<file path="config.mk">
export PLATFORM = sky130hd
export DESIGN_NAME = pulse_sync_arbiter_flat
export DESIGN_NICKNAME = d
export VERILOG_FILES = /design/src/rtl/pulse_sync_arbiter_if.sv /design/src/rtl/pulse_sync_arbiter.sv /design/src/flat_wrapper.sv
export SDC_FILE = /design/constraint.sdc
export NUM_CORES = 1
export LEC_CHECK = 0
export ABC_CLOCK_PERIOD_IN_PS = 1700
export BUFFER_PORTS_ARGS = -buffer_cell sky130_fd_sc_hd__buf_2
export CAP_MARGIN = 10
export CORE_MARGIN = 3
export CORE_UTILIZATION = 45
export CTS_BUF_LIST = sky130_fd_sc_hd__clkbuf_8
export DETAILED_ROUTE_END_ITERATION = 8
export GPL_ROUTABILITY_DRIVEN = 0
export PLACE_DENSITY = 0.69
export RECOVER_POWER = 25
export SETUP_SLACK_MARGIN = 0.05
export SYNTH_ARGS = -nofsm -noshare
export SYNTH_HDL_FRONTEND = slang
export SYNTH_SLANG_ARGS = --single-unit
</file>
<file path="constraint.sdc">
create_clock -name clk_source -period 1.7 [get_ports clk_source]
set_input_delay 0.085 -clock clk_source [delete_from_list [all_inputs] [get_ports clk_source]]
set_output_delay 0.085 -clock clk_source [all_outputs]
set_load 0.005 [all_outputs]
</file>
<file path="src/rtl/pulse_sync_arbiter_if.sv">
// Request/grant bundle between source-domain requesters and the pulse
// synchronizer arbiter.
interface pulse_sync_arbiter_if #(
  parameter int unsigned N_REQ = 4,
  parameter int unsigned ID_W  = 2
) ();
  logic [N_REQ-1:0] req_pulse;
  logic             clr_overflow;
  logic             sig_pulse_source;
  logic [ID_W-1:0]  sel_id;
  logic [N_REQ-1:0] ack;
  logic [N_REQ-1:0] pending;
  logic             busy;
  logic [N_REQ-1:0] overflow;

  modport master (
    output req_pulse, clr_overflow,
    input  sig_pulse_source, sel_id, ack, pending, busy, overflow
  );

  modport slave (
    input  req_pulse, clr_overflow,
    output sig_pulse_source, sel_id, ack, pending, busy, overflow
  );
endinterface

</file>
<file path="src/rtl/pulse_sync_arbiter.sv">
// Round-robin scheduler sharing one slow-to-fast pulse synchronizer among N_REQ
// requesters, with a GAP-cycle guard after every issued pulse.
module pulse_sync_arbiter #(
  parameter int unsigned N_REQ = 4,
  parameter int unsigned GAP   = 4,
  parameter int unsigned ID_W  = 2
) (
  input logic                clk_source,
  input logic                rst_source,
  pulse_sync_arbiter_if.slave bus
);
  localparam int unsigned CntW = $clog2(GAP + 1);

  typedef enum logic {StIdle, StHold} state_e;

  state_e           state_q;
  logic [CntW-1:0]  cnt_q;
  logic [ID_W-1:0]  last_q;
  logic [ID_W-1:0]  sel_q;
  logic [N_REQ-1:0] pending_q;
  logic [N_REQ-1:0] overflow_q;
  logic [N_REQ-1:0] ack_q;
  logic             sig_q;
  logic             busy_q;

  logic             grant_vld;
  logic [ID_W-1:0]  grant_idx;
  logic [ID_W-1:0]  cand;
  logic             issue;
  logic [N_REQ-1:0] grant_oh;
  logic [N_REQ-1:0] ovf_set;
  logic [N_REQ-1:0] pending_d;
  logic [N_REQ-1:0] overflow_d;

  // First pending requester after last_q, wrapping modulo N_REQ.
  always_comb begin
    grant_vld = 1'b0;
    grant_idx = '0;
    cand      = '0;
    for (int unsigned off = 1; off <= N_REQ; off++) begin
      cand = ID_W'((32'(last_q) + off) % N_REQ);
      if (!grant_vld && pending_q[cand]) begin
        grant_vld = 1'b1;
        grant_idx = cand;
      end
    end
  end

  always_comb begin
    issue    = (state_q == StIdle) && grant_vld;
    grant_oh = issue ? (N_REQ'(1) << grant_idx) : '0;
    // A request landing on the grant edge of its own requester re-arms pending
    // without counting as an overflow.
    ovf_set    = bus.req_pulse & pending_q & ~grant_oh;
    pending_d  = (pending_q & ~grant_oh) | bus.req_pulse;
    overflow_d = (bus.clr_overflow ? '0 : overflow_q) | ovf_set;
  end

  always_ff @(posedge clk_source) begin
    if (rst_source) begin
      state_q    <= StIdle;
      cnt_q      <= '0;
      last_q     <= ID_W'(N_REQ - 1);
      sel_q      <= '0;
      pending_q  <= '0;
      overflow_q <= '0;
      ack_q      <= '0;
      sig_q      <= 1'b0;
      busy_q     <= 1'b0;
    end else begin
      pending_q  <= pending_d;
      overflow_q <= overflow_d;
      sig_q      <= 1'b0;
      ack_q      <= '0;
      unique case (state_q)
        StIdle: begin
          if (issue) begin
            sig_q   <= 1'b1;
            ack_q   <= grant_oh;
            sel_q   <= grant_idx;
            last_q  <= grant_idx;
            cnt_q   <= CntW'(GAP);
            busy_q  <= 1'b1;
            state_q <= StHold;
          end
        end
        StHold: begin
          if (cnt_q == CntW'(1)) begin
            busy_q  <= 1'b0;
            state_q <= StIdle;
          end else begin
            cnt_q <= cnt_q - CntW'(1);
          end
        end
        default: state_q <= StIdle;
      endcase
    end
  end

  assign bus.sig_pulse_source = sig_q;
  assign bus.sel_id           = sel_q;
  assign bus.ack              = ack_q;
  assign bus.pending          = pending_q;
  assign bus.busy             = busy_q;
  assign bus.overflow         = overflow_q;
endmodule

</file>
<file path="src/flat_wrapper.sv">
// flat-port wrapper written by rule: the top's interface ports become plain ports
module pulse_sync_arbiter_flat 
#(
  parameter int unsigned N_REQ = 4,
  parameter int unsigned GAP   = 4,
  parameter int unsigned ID_W  = 2
)
  (clk_source, rst_source, bus_req_pulse, bus_clr_overflow, bus_sig_pulse_source, bus_sel_id, bus_ack, bus_pending, bus_busy, bus_overflow);
  pulse_sync_arbiter_if #(.N_REQ(N_REQ), .ID_W(ID_W)) bus_i ();
  input logic clk_source;
  input logic rst_source;
  input wire logic [$bits(bus_i.req_pulse)-1:0] bus_req_pulse;
  input wire logic [$bits(bus_i.clr_overflow)-1:0] bus_clr_overflow;
  output wire logic [$bits(bus_i.sig_pulse_source)-1:0] bus_sig_pulse_source;
  output wire logic [$bits(bus_i.sel_id)-1:0] bus_sel_id;
  output wire logic [$bits(bus_i.ack)-1:0] bus_ack;
  output wire logic [$bits(bus_i.pending)-1:0] bus_pending;
  output wire logic [$bits(bus_i.busy)-1:0] bus_busy;
  output wire logic [$bits(bus_i.overflow)-1:0] bus_overflow;
  assign bus_i.req_pulse = bus_req_pulse;
  assign bus_i.clr_overflow = bus_clr_overflow;
  assign bus_sig_pulse_source = bus_i.sig_pulse_source;
  assign bus_sel_id = bus_i.sel_id;
  assign bus_ack = bus_i.ack;
  assign bus_pending = bus_i.pending;
  assign bus_busy = bus_i.busy;
  assign bus_overflow = bus_i.overflow;
  pulse_sync_arbiter #(.N_REQ(N_REQ), .GAP(GAP), .ID_W(ID_W)) u_core (.clk_source(clk_source), .rst_source(rst_source), .bus(bus_i));
endmodule
</file>
==> impl_metrics.py, run 1 <==
metrics = {
    "timing": {
        "timing.clock.skew_ns": 0.00219,
        "timing.fmax_ghz": 0.644,
        "max_slew.worst_pin.slew_ns": 0.436,
        "timing_max_transition_violations_final": 0,
        "setup_viol": 0,
        "final_period_minus_worst_setup_slack_ns": 1.55,
        "hold_violations": 0,
        "final.period_utilization": 0.914,
        "unrepaired_setup_endpoints_after_global_routing": "no",
        "postLayoutSetupSlackWorst_ns": 0.146,
        "totalNegativeSetupSlack_ns": 0,
        "fin_hold_ws_ns": 0.0533,
        "timing.max_slew.rel_slack": 0.706,
    },
    "placement": {
        "dpl_cell_area_sq_um": 1040,
        "port-buffer-count": 22,
        "pre_cts_slack_ns": 0.108,
        "dp.final_hpwl_microns": 1430,
    },
    "route": {
        "wirelength_microns": 1880,
        "remaining_drc_errors": 0,
        "via_per_inst": 5.21,
        "wire_per_inst_microns": 12.2,
        "postRouteAntennaNets": 0,
        "drt_pass1_iterations": 4,
        "number_of_vias_in_the_routed_layout": 803,
        "drtIter0Drc": 24,
    },
    "clock_tree": {
        "insertion_delay_of_the_later_clocked_pin_in_the_worst_skew_pair_ns": 0.26,
        "tritoncts_num_sinks": 22,
        "cts.reportedPaths.clkPinSlew_ns": 0.07,
        "cell_chosen_for_the_clock_root": "sky130_fd_sc_hd__clkbuf_8",
        "ctsLongestPathBuffers": 2,
        "tritoncts.num_buffers": 3,
        "tritoncts": "built",
        "cts.htree.levels": 1,
        "postCtsSetupRepairBufs": 0,
    },
    "power": {
        "swShare": 0.282,
        "cellPowerDensity_nw_per_um2": 1130,
        "sequentialPowerShare": 0.499,
        "p_leak_nw": 0.488,
        "power.combinational.fraction": 0.212,
        "pwr-share-clk": 0.289,
        "peakVddDrop_mv": 0.739,
        "net-switching-power_mw": 0.350,
        "internal_power_mw": 0.893,
    },
    "die": {
        "coreArea_sq_um": 1820,
        "top_level_ports": 23,
        "die_y_microns": 50.9,
        "die-area_sq_um": 2590,
        "die_w_microns": 50.9,
        "rows": 15,
        "floorplan.initialDensity": 0.499,
    },
    "final_layout": {
        "finish.net_count": 139,
        "final_design_area_no_fill_sq_um": 1100,
        "drive_gt1_frac": 0.256,
        "insertedDiodeCount": 0,
        "multi_input_comb_area_sq_um": 433,
        "seqCellArea_sq_um": 443,
        "area_growth_pct": 21.2,
        "filler_cell_count": 173,
        "fin_util": 0.605,
    },
    "logic_synthesis": {
        "synth_area_per_cell_sq_um": 8.57,
        "synth_top_cell_area_share": 0.485,
        "synth_area_sq_um": 908,
        "postSynthCellCount": 106,
        "synth.lib_cells_used.distinct": 27,
        "seq_area_frac_synth": 0.485,
        "synth_seq_cells": 22,
        "yosys-top-cells-area": "sky130_fd_sc_hd__dfxtp_1 (48%), sky130_fd_sc_hd__nand2_1 (6.6%), sky130_fd_sc_hd__nor2_1 (6.2%)",
        "synth_largest_area_cell": "sky130_fd_sc_hd__dfxtp_1",
        "postSynthNetCount": 115,
        "synthesis.yosys.warnings": 0,
    },
    "hold_path": {
        "hold_class": "primary input to flip-flop",
        "worst_hold_startpoint": "bus_req_pulse[2]",
    },
    "global_route": {
        "wire_length_of_the_first_global_routing_pass_microns": 3160,
        "met2_usage": 0.268,
        "grt_start_max_net_pins": 17,
        "global_route_total_overflow": 0,
        "antenna_found_initial": 0,
        "gr-usage-met1": 0.186,
        "gr-usage-met3": 0.0583,
        "globalRouteTotalUtil": 0.163,
        "top_usage_layer": "met2",
        "first_global_vias": 745,
    },
    "worst_setup_path": {
        "critical_path_peak_fanout": 6,
        "timing.critical_path.from_type": "flip-flop",
        "worst_ep_arrival_time_ns": 1.73,
        "crit_path_end_kind": "flip-flop",
        "worstSetupStartpoint": "u_core.bus.pending[3]$_SDFF_PP0_",
        "worst_ep_required_time_ns": 1.88,
        "critPathKind": "flip-flop to flip-flop",
        "r2r_start": "u_core.bus.pending[3]$_SDFF_PP0_",
    },
    "outcome": {
        "run_status": "completed",
    },
    "job": {
        "max-cap-violations": 0,
    },
}
-- stage by stage --
step / total power, mW / cells
4_1_cts: 1.25 / 154
3_5_place_dp: 0.888 / 150
5_1_grt: 1.32 / 154
6_report: 1.24 / 154
2_1_floorplan: 0.804 / 106
3_3_place_gp: 0.880 / 150
-- critical path, cell delays in order (launching register included) --
cell	delay (ns)
sky130_fd_sc_hd__dfxtp_1	0.36
sky130_fd_sc_hd__a21bo_1	0.21
sky130_fd_sc_hd__a21oi_2	0.07
sky130_fd_sc_hd__or3_4	0.43
sky130_fd_sc_hd__a31o_4	0.26
sky130_fd_sc_hd__o31ai_4	0.16
-- synthesized netlist by cell type --
cell	number
sky130_fd_sc_hd__o221a_2	1
sky130_fd_sc_hd__nor4_1	3
sky130_fd_sc_hd__a31o_4	1
sky130_fd_sc_hd__o21a_1	1
sky130_fd_sc_hd__nand2b_1	1
sky130_fd_sc_hd__inv_1	9
sky130_fd_sc_hd__o211ai_1	1
sky130_fd_sc_hd__o31ai_1	3
sky130_fd_sc_hd__nand3b_1	1
sky130_fd_sc_hd__a21bo_1	1
sky130_fd_sc_hd__a21oi_1	9
sky130_fd_sc_hd__o22ai_1	1
sky130_fd_sc_hd__nor3_1	4
sky130_fd_sc_hd__a21oi_2	1
sky130_fd_sc_hd__o2bb2ai_1	2
sky130_fd_sc_hd__clkbuf_1	3
sky130_fd_sc_hd__or3_4	1
sky130_fd_sc_hd__and3_1	1
sky130_fd_sc_hd__o21ai_0	3
sky130_fd_sc_hd__or2b_2	1
sky130_fd_sc_hd__or3_1	1
sky130_fd_sc_hd__dfxtp_1	22
sky130_fd_sc_hd__nor2_1	15
sky130_fd_sc_hd__nand2_1	16
sky130_fd_sc_hd__o31ai_4	1
sky130_fd_sc_hd__or2_2	1
sky130_fd_sc_hd__ha_1	2
-- cell type report --
type                    count  area share
well taps                  25      0.0284
inverters                   9      0.0307
flip-flops and latches     22       0.402
repair buffers             22      0.0955
clock buffers               4      0.0500
multi-input cells          72       0.393
-- layout by cell type, fill, tap and decap left out --
cell type                   count
sky130_fd_sc_hd__inv_1          9
sky130_fd_sc_hd__o31ai_1        3
sky130_fd_sc_hd__buf_2         18
sky130_fd_sc_hd__a21bo_1        1
sky130_fd_sc_hd__o21a_1         1
sky130_fd_sc_hd__dfxtp_1       20
sky130_fd_sc_hd__or2_2          1
sky130_fd_sc_hd__o221a_2        1
sky130_fd_sc_hd__o21ai_0        3
sky130_fd_sc_hd__nand2_1       16
sky130_fd_sc_hd__clkbuf_1       4
sky130_fd_sc_hd__nor2_1        15
sky130_fd_sc_hd__nand3b_1       1
sky130_fd_sc_hd__nor3_1         2
sky130_fd_sc_hd__nand2b_1       1
sky130_fd_sc_hd__o31ai_4        1
sky130_fd_sc_hd__dfxtp_2        2
sky130_fd_sc_hd__a21oi_1        9
sky130_fd_sc_hd__o22ai_1        1
sky130_fd_sc_hd__clkbuf_8       4
sky130_fd_sc_hd__or3_4          1
sky130_fd_sc_hd__o211ai_1       1
sky130_fd_sc_hd__ha_1           2
sky130_fd_sc_hd__nor4_1         3
sky130_fd_sc_hd__nor3_2         2
sky130_fd_sc_hd__a31o_4         1
sky130_fd_sc_hd__or3_1          1
sky130_fd_sc_hd__and3_1         1
sky130_fd_sc_hd__or2b_2         1
sky130_fd_sc_hd__a21oi_2        1
sky130_fd_sc_hd__o2bb2ai_1      2
-- path summary, 6_finish.rpt --
check,to,slack [ns],depth (start not counted)
setup / recovery,u_core.bus.overflow[3]$_SDFF_PP0_,0.15,5
hold / removal,u_core.bus.pending[2]$_SDFF_PP0_,0.05,2
setup reg to reg,u_core.bus.overflow[3]$_SDFF_PP0_,0.15,5
hold reg to reg,u_core.bus.overflow[2]$_SDFF_PP0_,0.45,2
-- metal layers --
layer  vias to the layer above  part of all wire  wire (microns)
met5                         -                 0               0
met4                         0             0.017              32
li1                        410                 -               -
met1                       366              0.46             868
met3                         4             0.067             125
met2                        23              0.45             851
-- power groups by stage --
stage	Clock (mW)	Combinational, mW	Sequential (mW)
after CTS	0.371	0.260	0.618
after floorplan	0	0.178	0.626
after global placement	0	0.254	0.626
after global routing	0.391	0.298	0.628
after detailed placement	0	0.259	0.630
final	0.359	0.263	0.621
-- repair_timing --
item                       4_1_cts  5_1_grt
setup endpoints to repair        0        7
hold buffers                     0        0
gates resized for setup          0        4
-- sequential cells by signal, summed over array words and instances (netlist names) --
register,count
u_core.bus.ack,4
u_core.bus.pending,4
u_core.cnt_q,3
u_core.bus.busy,1
u_core.bus.sel_id,2
u_core.state_q,1
u_core.bus.sig_pulse_source,1
u_core.bus.overflow,4
u_core.last_q,2
-- cells by family (layout without fill, tap and decap cells) --
family | Yosys count | in the layout | share of synthesized area
buffers and inverters | 12 | 35 | 0.0496
AOI/OAI and AO/OA | 25 | 25 | 0.209
adders and majority gates | 2 | 2 | 0.0275
and+or+nand+nor | 45 | 45 | 0.229
DFF | 22 | 22 | 0.485
(Power assumes the default switching activity.)
==> run 2, diff against run 1 <==
CELL_PAD_IN_SITES_DETAIL_PLACEMENT = 2   (was not set)
CELL_PAD_IN_SITES_GLOBAL_PLACEMENT = 2   (was not set)
CORE_UTILIZATION = 31   (was 45)
HOLD_SLACK_MARGIN = 0.08   (was not set)
PLACE_DENSITY = not set   (was 0.69)
PLACE_DENSITY_LB_ADDON = 0.1   (was not set)
==> run 2 against run 1 <==
  * Hold slack improved by 0.052 ns
  * Combinational power increased by 10%
  * Highest routed layer unchanged
  * Die area increased by 39%
  * Global-route usage decreased by 1.4 points
  * Total power increased by 4.1%
  * Worst setup slack improved by 0.0017 ns
  * Maximum frequency increased by 0.11%
  * Core utilization decreased by 19 points
  * Via count increased by 6.1%
  * Sequential power about the same
  * Clock power increased by 7.0%
==> impl_metrics.py, run 2 (synthesis gave the netlist of run 1 again) <==
metrics = {
    "timing": {
        "setup_viol": 0,
        "unrepaired_setup_endpoints_after_global_routing": "no",
        "postLayoutSetupSlackWorst_ns": 0.148,
        "timing_max_transition_violations_final": 0,
        "timing.max_slew.rel_slack": 0.784,
        "final.period_utilization": 0.913,
        "timing.fmax_ghz": 0.644,
        "hold_violations": 0,
        "timing.clock.skew_ns": 0.00112,
        "final_period_minus_worst_setup_slack_ns": 1.55,
        "max_slew.worst_pin.slew_ns": 0.322,
        "totalNegativeSetupSlack_ns": 0,
    },
    "die": {
        "rows": 19,
        "die_y_microns": 60.1,
        "die-area_sq_um": 3620,
        "coreArea_sq_um": 2780,
        "top_level_ports": 23,
        "floorplan.initialDensity": 0.327,
        "die_w_microns": 60.1,
    },
    "final_layout": {
        "final_cell_mix": "sky130_fd_sc_hd__dfxtp_1 (20), sky130_fd_sc_hd__nand2_1 (16), sky130_fd_sc_hd__buf_2 (16), sky130_fd_sc_hd__nor2_1 (15), sky130_fd_sc_hd__inv_1 (9)",
        "mostFrequentLayoutCell": "sky130_fd_sc_hd__dfxtp_1",
        "multi_input_comb_area_sq_um": 442,
        "drive_gt1_frac": 0.263,
        "area_growth_pct": 26.6,
        "finish.cell_count_without_fillers": 164,
        "filler_cell_count": 330,
        "insertedDiodeCount": 0,
        "finish.net_count": 143,
        "fin_util": 0.413,
        "seqCellArea_sq_um": 443,
    },
    "route": {
        "via_per_inst": 5.20,
        "wire_per_inst_microns": 14.8,
        "wirelength_microns": 2420,
        "drtIter0Drc": 28,
        "drt_pass1_iterations": 3,
        "remaining_drc_errors": 0,
        "number_of_vias_in_the_routed_layout": 852,
        "postRouteAntennaNets": 0,
    },
    "worst_setup_path": {
        "crit_slowest_cell": "sky130_fd_sc_hd__or3_4",
        "critPathTopFamily": "compound AO/OA/AOI/OAI gates",
        "worst_ep_required_time_ns": 1.89,
        "critPathKind": "flip-flop to flip-flop",
        "timing.critical_path.from_type": "flip-flop",
        "critical-path-top-cell-by-count": "sky130_fd_sc_hd__a21oi_2",
        "worstPathBufferInverterCount": 0,
        "critical-path-max-stage-delay_ns": 0.43,
        "crit_path_end_kind": "flip-flop",
        "r2r_start": "u_core.bus.pending[3]$_SDFF_PP0_",
        "worstSetupStartpoint": "u_core.bus.pending[3]$_SDFF_PP0_",
        "timing.critical_path.cells": "a21bo_1 > a21oi_2 > or3_4 > a31o_4 > a21oi_2",
        "critical_path_peak_fanout": 6,
        "worst_ep_arrival_time_ns": 1.75,
    },
    "global_route": {
        "wire_length_of_the_first_global_routing_pass_microns": 4040,
        "first_global_vias": 886,
        "grt_start_max_net_pins": 17,
        "globalRouteTotalUtil": 0.149,
        "global_route_total_overflow": 0,
        "antenna_found_initial": 0,
    },
    "power": {
        "p_leak_nw": 0.500,
        "peakVddDrop_mv": 0.513,
        "cellPowerDensity_nw_per_um2": 1130,
        "total_power_mw": 1.29,
    },
    "clock_tree": {
        "insertion_delay_of_the_later_clocked_pin_in_the_worst_skew_pair_ns": 0.26,
        "tritoncts": "built",
        "cts.reportedPaths.clkPinSlew_ns": 0.08,
        "tritoncts_num_sinks": 22,
        "tritoncts.num_buffers": 3,
        "cts.htree.levels": 1,
        "cell_chosen_for_the_clock_root": "sky130_fd_sc_hd__clkbuf_8",
        "ctsLongestPathBuffers": 2,
    },
    "placement": {
        "dp.final_hpwl_microns": 1870,
        "port-buffer-count": 22,
        "pre_cts_slack_ns": 0.0523,
        "dpl.cell_count": 158,
    },
    "hold_path": {
        "hold_class": "primary input to flip-flop",
        "worst_hold_startpoint": "bus_req_pulse[1]",
    },
    "outcome": {
        "run_status": "completed",
    },
    "job": {
        "max-cap-violations": 0,
    },
}
==> run 2: report_power, final <==
part,switching (mW),internal (mW),total (mW)
clock network,0.177,0.207,0.384
logic,0.166,0.124,0.290
registers,0.0470,0.573,0.620
total,0.390,0.904,1.29
==> run 2: final timing paths <==
kind | slack [ns] | cells past startpoint | to
worst max register to register | 0.15 | 5 | u_core.bus.pending[3]$_SDFF_PP0_
worst min-delay path | 0.11 | 3 | u_core.bus.overflow[1]$_SDFF_PP0_
worst max-delay path | 0.15 | 5 | u_core.bus.pending[3]$_SDFF_PP0_
worst min register to register | 0.46 | 2 | u_core.bus.overflow[0]$_SDFF_PP0_
==> run 2: worst reg2reg max path, cell delays in order (launching register included) <==
cell and delay, ns:
sky130_fd_sc_hd__dfxtp_1 0.36, sky130_fd_sc_hd__a21bo_1 0.20, sky130_fd_sc_hd__a21oi_2 0.07, sky130_fd_sc_hd__or3_4 0.43, sky130_fd_sc_hd__a31o_4 0.26, sky130_fd_sc_hd__a21oi_2 0.16
==> run 2: final cells by class <==
type                            count  share of cell area
Inverter                            9              0.0294
Sequential cell                    22               0.385
Tap cell                           31              0.0337
Clock buffer                        4              0.0479
Timing Repair Buffer               26               0.120
Multi-Input combinational cell     72               0.384
==> run 2: metrics by stage <==
| stage | instance area [sq um] | hold slack (ns) |
|---|---|---|
| final | 1150 | 0.105 |
| after global routing | 1150 | 0.122 |
| after CTS | 1140 | 0.102 |
| after detailed placement | 1060 | 0.306 |
| after global placement | 1060 | 0.307 |
| after floorplan | 908 | 0.202 |
==> run 2: per-layer routing <==
metal / wire (microns) / part of all wire / GRT usage / up-vias
met3: 93 / 0.038 / 0.0259 / 2
met2: 1220 / 0.50 / 0.262 / 16
met1: 1100 / 0.45 / 0.179 / 418
met5: 0 / 0 / 0 / -
met4: 9 / 0.0037 / 0.0570 / 0
li1: - / - / - / 416
==> run 2: what timing repair did <==
action	CTS	global route
hold endpoints to repair	4	0
endpoints found under the setup margin	1	6
hold buffers	2	0
buffers inserted	0	0
resized for setup	1	5
